`config.mk`:
```
export PLATFORM = sky130hd
export DESIGN_NAME = out_writeback
export DESIGN_NICKNAME = d
export VERILOG_FILES = /design/src/rtl/out_writeback_pkg.sv /design/src/rtl/out_wb_fifo.sv /design/src/rtl/out_writeback.sv
export SDC_FILE = /design/constraint.sdc
export NUM_CORES = 1
export LEC_CHECK = 0
export BUFFER_PORTS_ARGS = -buffer_cell sky130_fd_sc_hd__buf_4
export CELL_PAD_IN_SITES_DETAIL_PLACEMENT = 1
export CELL_PAD_IN_SITES_GLOBAL_PLACEMENT = 1
export CORE_MARGIN = 2
export CORE_UTILIZATION = 45
export CTS_CLUSTER_DIAMETER = 60
export DETAILED_ROUTE_END_ITERATION = 10
export HOLD_SLACK_MARGIN = 0.03
export PLACE_DENSITY_LB_ADDON = 0.05
export SYNTH_ARGS = -nofsm -noshare
export SYNTH_HDL_FRONTEND = slang
export SYNTH_SLANG_ARGS = --single-unit
```
`constraint.sdc`:
```
create_clock -name clk_i -period 12.6 [get_ports clk_i]
set_input_delay 2.52 -clock clk_i [delete_from_list [all_inputs] [get_ports clk_i]]
set_output_delay 2.52 -clock clk_i [all_outputs]
set_load 0.01 [all_outputs]
```
`src/rtl/out_writeback_pkg.sv`:
```
// Shared constants, FSM encoding and the per-lane ReLU helper for out_writeback.
// The ReLU stage is enabled by defining OUT_WB_RELU_EN.
package out_writeback_pkg;

  localparam int WORD_WIDTH = 128;
  localparam int DATA_WIDTH = 16;
  localparam int LANES      = WORD_WIDTH / DATA_WIDTH;
  localparam int ADDR_WIDTH = 10;
  localparam int CNT_WIDTH  = 10;
  localparam int FIFO_DEPTH = 4;

  typedef enum logic [1:0] {
    ST_IDLE  = 2'd0,
    ST_RUN   = 2'd1,
    ST_DRAIN = 2'd2,
    ST_DONE  = 2'd3
  } state_t;

  // Lane k occupies bits [k*DATA_WIDTH +: DATA_WIDTH]; negative lanes become zero.
  function automatic logic [WORD_WIDTH-1:0] relu_word(input logic [WORD_WIDTH-1:0] w);
    logic [WORD_WIDTH-1:0] r;
    r = w;
    for (int k = 0; k < LANES; k++) begin
      if (w[k*DATA_WIDTH + DATA_WIDTH - 1]) r[k*DATA_WIDTH +: DATA_WIDTH] = '0;
    end
    return r;
  endfunction

endpackage

```
`src/rtl/out_wb_fifo.sv`:
```
// Synchronous word FIFO with a registered head; a push while full is taken
// only when a pop happens in the same cycle.
module out_wb_fifo #(
  parameter int WIDTH = 128,
  parameter int DEPTH = 4
) (
  input  logic             clk,
  input  logic             rst,
  input  logic             push,
  input  logic [WIDTH-1:0] push_data,
  input  logic             pop,
  output logic [WIDTH-1:0] head,
  output logic             full,
  output logic             empty
);
  localparam int PW = $clog2(DEPTH);
  localparam logic [PW:0] FULL_CNT = (PW+1)'(DEPTH);

  logic [WIDTH-1:0] mem [DEPTH];
  logic [PW-1:0]    rd_ptr, wr_ptr, rd_nxt;
  logic [PW:0]      count;
  logic [WIDTH-1:0] head_q;
  logic             do_push, do_pop;

  assign full    = (count == FULL_CNT);
  assign empty   = (count == '0);
  assign do_pop  = pop && !empty;
  assign do_push = push && (!full || do_pop);
  assign rd_nxt  = rd_ptr + PW'(1);
  assign head    = head_q;

  always_ff @(posedge clk) begin
    if (do_push) mem[wr_ptr] <= push_data;
  end

  always_ff @(posedge clk) begin
    if (rst) begin
      rd_ptr <= '0;
      wr_ptr <= '0;
      count  <= '0;
      head_q <= '0;
    end else begin
      if (do_push) wr_ptr <= wr_ptr + PW'(1);
      if (do_pop)  rd_ptr <= rd_nxt;
      case ({do_push, do_pop})
        2'b10:   count <= count + (PW+1)'(1);
        2'b01:   count <= count - (PW+1)'(1);
        default: count <= count;
      endcase
      // Head tracks the oldest entry; a lone entry popped while pushing hands over to the new word.
      if (do_pop && count > (PW+1)'(1))      head_q <= mem[rd_nxt];
      else if (do_pop && do_push)            head_q <= push_data;
      else if (!do_pop && do_push && empty)  head_q <= push_data;
    end
  end

endmodule

```
`src/rtl/out_writeback.sv`:
```
// Write-back stage: captures PE-array words, optional ReLU (OUT_WB_RELU_EN),
// buffers them and writes them to the output global buffer at incrementing addresses.
// Write port handshake: a request (gbuf_we_o with addr/data) holds stable until
// gbuf_gnt_i is high in the same cycle; that cycle transfers one word.
module out_writeback
  import out_writeback_pkg::*;
(
  input  logic                  clk_i,
  input  logic                  rst_i,
  input  logic                  start_i,
  input  logic [ADDR_WIDTH-1:0] base_addr_i,
  input  logic [CNT_WIDTH-1:0]  word_cnt_i,
  input  logic                  valid_i,
  input  logic [WORD_WIDTH-1:0] wordp_i,
  output logic                  gbuf_we_o,
  output logic [ADDR_WIDTH-1:0] gbuf_addr_o,
  output logic [WORD_WIDTH-1:0] gbuf_wdata_o,
  input  logic                  gbuf_gnt_i,
  output logic                  busy_o,
  output logic                  done_o,
  output logic                  ovf_o,
  output state_t                dbg_state
);
  state_t                state_q, state_d;
  logic [CNT_WIDTH-1:0]  acc_cnt, wr_cnt;
  logic [ADDR_WIDTH-1:0] addr_q;
  logic                  ovf_q, push, pop, ovf_set, fifo_full, fifo_empty;
  logic [WORD_WIDTH-1:0] push_data;

`ifdef OUT_WB_RELU_EN
  assign push_data = relu_word(wordp_i);
`else
  assign push_data = wordp_i;
`endif

  out_wb_fifo #(.WIDTH(WORD_WIDTH), .DEPTH(FIFO_DEPTH)) u_fifo (
    .clk       (clk_i),
    .rst       (rst_i),
    .push      (push),
    .push_data (push_data),
    .pop       (pop),
    .head      (gbuf_wdata_o),
    .full      (fifo_full),
    .empty     (fifo_empty)
  );

  assign gbuf_we_o   = !fifo_empty;
  assign gbuf_addr_o = addr_q;
  assign pop         = gbuf_we_o && gbuf_gnt_i;
  assign busy_o      = (state_q == ST_RUN) || (state_q == ST_DRAIN);
  assign done_o      = (state_q == ST_DONE);
  assign ovf_o       = ovf_q;
  assign dbg_state   = state_q;

  always_comb begin
    state_d = state_q;
    push    = 1'b0;
    ovf_set = 1'b0;
    case (state_q)
      ST_IDLE: begin
        if (start_i) state_d = (word_cnt_i == '0) ? ST_DONE : ST_RUN;
      end
      ST_RUN: begin
        if (valid_i) begin
          if (acc_cnt != '0 && (!fifo_full || pop)) push = 1'b1;
          else ovf_set = 1'b1;
        end
        if (acc_cnt == '0 || (push && acc_cnt == CNT_WIDTH'(1))) state_d = ST_DRAIN;
      end
      ST_DRAIN: begin
        ovf_set = valid_i;
        // Leave as soon as the final grant lands so done follows it by one cycle.
        if (wr_cnt == '0 || (pop && wr_cnt == CNT_WIDTH'(1))) state_d = ST_DONE;
      end
      ST_DONE: begin
        ovf_set = valid_i;
        state_d = ST_IDLE;
      end
      default: state_d = ST_IDLE;
    endcase
  end

  always_ff @(posedge clk_i) begin
    if (rst_i) begin
      state_q <= ST_IDLE;
      acc_cnt <= '0;
      wr_cnt  <= '0;
      addr_q  <= '0;
      ovf_q   <= 1'b0;
    end else begin
      state_q <= state_d;
      if (state_q == ST_IDLE && start_i) begin
        addr_q  <= base_addr_i;
        acc_cnt <= word_cnt_i;
        wr_cnt  <= word_cnt_i;
        ovf_q   <= 1'b0;
      end else begin
        if (push) acc_cnt <= acc_cnt - CNT_WIDTH'(1);
        if (pop) begin
          addr_q <= addr_q + ADDR_WIDTH'(1);
          wr_cnt <= wr_cnt - CNT_WIDTH'(1);
        end
        if (ovf_set) ovf_q <= 1'b1;
      end
    end
  end

endmodule

```
; ---- Word-level counts from Yosys, hierarchy flattened
; Memory sizes are Yosys's and may differ from the RTL's.
; Cells that the tools add are included.
; W data, S select, Z words.
[word_totals]
ff_bits = 168
mem_bits_rw = 512
word_cells = 85
output_inout_bits = 144
inputBits = 153
n_memories = 1
[op_classes]
add_sub_neg = 7
n_reduce_logical = 32
eq_ne = 11
n_mux = 24
order_cmp = 1
[mem_list]
columns = memory, words, word_bits, read_ports, rd_ports_with_merged_regs, write_ports, line
row1 = u_fifo.mem, 4, 128, 1, 0, 1, out_wb_fifo.sv:19  ; logic [WIDTH-1:0] mem [DEPTH];
[op_table]
columns = cell, count
row1 = $mux W128, 3
row2 = $mux W10, 6
row3 = $logic_not A10 Y1, 3
row4 = $eq A10 B1 Y1 const B, 2
row5 = $sub A10 B1 Y10 const B, 2
row6 = $logic_and A1 B1 Y1, 11
row7 = $add A10 B1 Y10 const B, 1
row8 = $reduce_bool A10 Y1, 1
row9 = $mux W1, 8
row10 = $mux W2, 4
row11 = $pmux W2 S4, 1
row12 = $eq A2 B2 Y1 const B, 3
row13 = $pmux W3 S2, 1
row14 = $reduce_bool A2 Y1, 3
row15 = $logic_or A1 B1 Y1, 5
row16 = $add A2 B1 Y2 const B, 2
row17 = $eq A2 B1 Y1 const B, 2
row18 = $ne A2 B1 Y1 const B, 2
row19 = $reduce_or A2 Y1, 2
row20 = $add A3 B1 Y3 const B, 1
row21 = $eq A3 B3 Y1 const B, 1
row22 = $gt A3 B1 Y1 const B, 1
row23 = $logic_not A1 Y1, 3
row24 = $logic_not A3 Y1, 1
row25 = 6 further kinds, 6

; ---- Longest topological paths before layout
[logic_depth]
depth_word = 15
mapped_depth = 13
depth_no_buf = 10

; ---- Cells and area by module
; Synthesis repeated with hierarchy kept, for this count alone.
[unflattened]
hier_cells = 1677
hier_area_um2 = 26705.6
[modules_own_cells]
columns = mod, cells_per_inst, area_each_um2, instances, seq_area_each_um2
row1 = out_wb_fifo, 1458, 24828.8, 1, 18077.3
row2 = out_writeback, 219, 1876.8, 1, 660.6

; ---- Worst setup path after synthesis
; OpenSTA, ideal clock, no wires.
[synth_path]
path_kind = input port to flip-flop
from = input gbuf_gnt_i
to = memory u_fifo.mem[0][0] (enable)
setup_ns = 0.503
setup_slack_ns = 5.852
cell_stages = 4
t_required_ns = 12.097
t_arrival_ns = 6.246
path_buffers = 1
cell_sequence = and3b_1 -> buf_6 -> nor2_1 -> and3_1
[synth_between]
elab_chain_len = 10
elab_cells_between_ends = 12
classes_between = mux (6) / reduce/logical (6)
[synth_rtl]
columns = element, line
row1 = from (decl), out_writeback.sv:18  ; input logic gbuf_gnt_i,
row2 = $logic_and A1 B1 Y1 *, out_writeback.sv:49  ; assign pop = gbuf_we_o && gbuf_gnt_i;
row3 = $logic_or A1 B1 Y1, out_writeback.sv:65  ; if (acc_cnt != '0 && (!fifo_full || pop)) push = 1'b1;
row4 = $logic_and A1 B1 Y1, out_writeback.sv:65
row5 = $mux W1, out_writeback.sv:65
row6 = $mux W1, out_writeback.sv:64  ; if (valid_i) begin
row7 = $mux W1 (2 in a row), out_writeback.sv:59  ; case (state_q)
row8 = $logic_and A1 B1 Y1 *, out_wb_fifo.sv:28  ; assign do_push = push && (!full || do_pop);
row9 = $mux W1 *, out_wb_fifo.sv:33  ; if (do_push) mem[wr_ptr] <= push_data;
row10 = $mux W1 (implied by the code) *, out_wb_fifo.sv:33
row11 = to (decl), out_wb_fifo.sv:19
; Every way passes the cells marked *; elsewhere a longest branch is shown, timed or not. The select of a mux whose other input is x is not followed.

; ---- Final worst setup path
[layout_path]
from = input gbuf_gnt_i
to = memory u_fifo.mem[1][66] (enable)
; Same word-level chain as after synthesis.

==> metrics.cfg <==
[place]
place_ws_ps = 6410
numPortBuffers = 296
hpwl_mm = 36.1
gp_congestion = 0.776

[setup_path]
rr_endpoint = u_fifo.mem[1][66]
slowest_delay_ps = 870
cp_top_family = buffers and inverters
setup.worst_path.end = u_fifo.mem[1][66]
rrSetupSlack_ps = 8410
worstPathMaxFanout = 62
cp.arrival_ps = 5730
crit_chain = buf_4 -> and3b_1 -> nor2_1 -> and3_4 -> buf_4 -> buf_4
critPathKind = in -> reg
cpMaxStageDelayCell = buf_4
reg2regPathDepth = 7
cp-start-kind = input port
path_depth = 6
critPathRequiredTime_ps = 12810
r2r_start = u_fifo.count[0]
cpMostUsedCell = buf_4
worstSetupStartpoint = gbuf_gnt_i
worstSetupEndpointType = register
cp_num_buf_inv = 3

[route]
wirelength_mm = 62.0
viasPerCell = 5.50
dr.pass1.iters = 5
vias = 14400
initialDrtViolationCount = 587
ant_nets = 0
post_drt_wl_per_cell_um = 23.6
drc = 0

[floorplan]
core_um2 = 57700
pin_count = 297
die_y_um = 246
std_cell_rows = 88
die_w_um = 246
initial_core_util_pct = 45.6
die_area_um2 = 60400

[cells_and_area]
fill_cells = 5359
regArea_um2 = 18700
layout_common_cells = 512 x edfxtp_1, 310 x buf_4, 166 x dfxtp_1, 153 x nor2_1, 142 x a211oi_1
nNetsFinal = 1972
multiInputGateArea_um2 = 7090
drive_gt1_share_pct = 30.0
mostFrequentLayoutCell = edfxtp_1
area_growth_pct = 19.9

[synthesis]
synth_seq_cells = 680
synth_edf_count = 512
synthCells = 1506
synth.avg_cell_area_um2 = 17.5
synthArstFlopShare_pct = 0
yosysWarnings = 0
syn-cell-area_um2 = 26300
yosysSeqAreaShare_pct = 71.3
synth_ff_type = edfxtp_1
synth_cell_types = 47
syn_nets = 1681

[grt]
grt_pass1_wl_mm = 94.7
grtUsageTotal_pct = 20.7
grt_max_degree = 129
overflow = 0
grt_pass1_vias = 15600
antenna_found_initial = 5

[clocking]
clock_latency_ps = 610
cts_buffers = 73
cts_setup_buffers = 0
hold_buffers = 0
cts_tree = yes
path_clk_slew_ps = 60
root_buffer = clkbuf_16
cts-resized-gates = 0
clock-sinks = 680
htree_levels = 3
clockBufferDepth = 3

[power_and_ir_drop]
power_mw = 6.37
power_density_nw_per_um2 = 202
peakVddDrop_mv = 0.108
leakage_nw = 11.4

[sta]
hold_violations = 0
period_needed_ps = 5530
rsz0062_at_grt = no
finalSetupTns_ps = 0
setup_slack_ps = 7070
clock.fmax_mhz = 181
worst_slew_pin_slew_ps = 1120
skew_ps = 27.5
min_period_over_period_pct = 43.9
slew_headroom_pct = 25.7
setup_viol = 0
slew_violations = 0

[run]
cap_viol_max_count = 0

[min_path]
hold_class = reg -> reg

[outcome]
status = complete, no violations

-- state kept, by name, summed over array words and instances (netlist names) --
| register | cells |
|---|---|
| dbg_state | 2 |
| u_fifo.head | 128 |
| u_fifo.mem | 512 |
| acc_cnt | 10 |
| wr_cnt | 10 |
| u_fifo.wr_ptr | 2 |
| u_fifo.rd_ptr | 2 |
| ovf_o | 1 |
| u_fifo.count | 3 |
| gbuf_addr_o | 10 |
-- logic make-up after synthesis --
logic type                 share of synthesized area [%]
and+or+nand+nor                                     3.49
adders and majority gates                           1.05
xor gates and xnor gates                           0.933
muxes                                               15.9
DFF                                                 71.3
buffers and inverters                               1.93
AOI/OAI and AO/OA                                   5.42
-- worst min-delay path, stage by stage (launching register included) --
cell and delay, ps:
dfxtp_1 310, o41ai_1 60, a31oi_1 70
-- per-layer routing --
metal	part of all wire (%)	GRT usage, %	vias to the layer above	wire length, um
li1	-	-	6571	-
met1	43	27.9	7491	26900
met5	0.037	0	-	23
met4	1.9	6.27	4	1180
met3	5.2	4.30	75	3220
met2	49	34.0	295	30700
-- metrics by stage --
stage / cell area [um^2] / hold slack, ps / cells / util (%)
floorplan: 26300 / 457 / 1506 / -
global placement: 29200 / 481 / 2487 / 50.7
detailed placement: 29200 / 483 / 2487 / 50.7
CTS: 31500 / 493 / 2622 / 54.6
global route: 31500 / 514 / 2624 / 54.7
finish: 31500 / 492 / 2624 / 54.7
-- report_power, final --
| part | switching [mW] | internal (mW) |
|---|---|---|
| clock | 0.862 | 1.19 |
| sequential | 0.191 | 2.69 |
| combinational | 0.751 | 0.682 |
| total | 1.80 | 4.56 |
-- cells in the mapped netlist (10+ instances only) --
cell type / instances / share of area [%]
buf_1: 11 / 0.16
dfxtp_1: 168 / 13
a21oi_1: 21 / 0.40
edfxtp_1: 512 / 58
xor2_1: 17 / 0.57
clkbuf_1: 55 / 0.79
nor2_1: 153 / 2.2
buf_4: 10 / 0.29
a211oi_1: 142 / 4.1
nand2_1: 15 / 0.21
mux2i_1: 130 / 4.9
mux4_2: 128 / 11
buf_2: 18 / 0.34
xnor2_1: 11 / 0.37
ha_1: 22 / 1.0
inv_1: 15 / 0.21
-- worst min-delay path by stage --
| stage | startpoint | end | slack, ps | cells after the start |
|---|---|---|---|---|
| finish | wr_cnt[3] | wr_cnt[3] | 490 | 2 |
| global route | wr_cnt[3] | wr_cnt[3] | 510 | 2 |
| CTS | wr_cnt[3] | wr_cnt[3] | 490 | 2 |
| detailed placement | wr_cnt[3] | wr_cnt[3] | 480 | 2 |
| global placement | wr_cnt[3] | wr_cnt[3] | 480 | 2 |
| floorplan | wr_cnt[3] | wr_cnt[3] | 460 | 2 |
-- cell type report --
class | count | area share, %
clock buffers | 106 | 6.54
multi-input cells | 713 | 22.5
inverters | 16 | 0.190
repair buffers | 313 | 7.54
well taps | 765 | 3.04
diodes | 2 | 0.0159
flip-flops and latches | 680 | 59.4
clock inverters | 29 | 0.746
(Power assumes the default switching activity.)
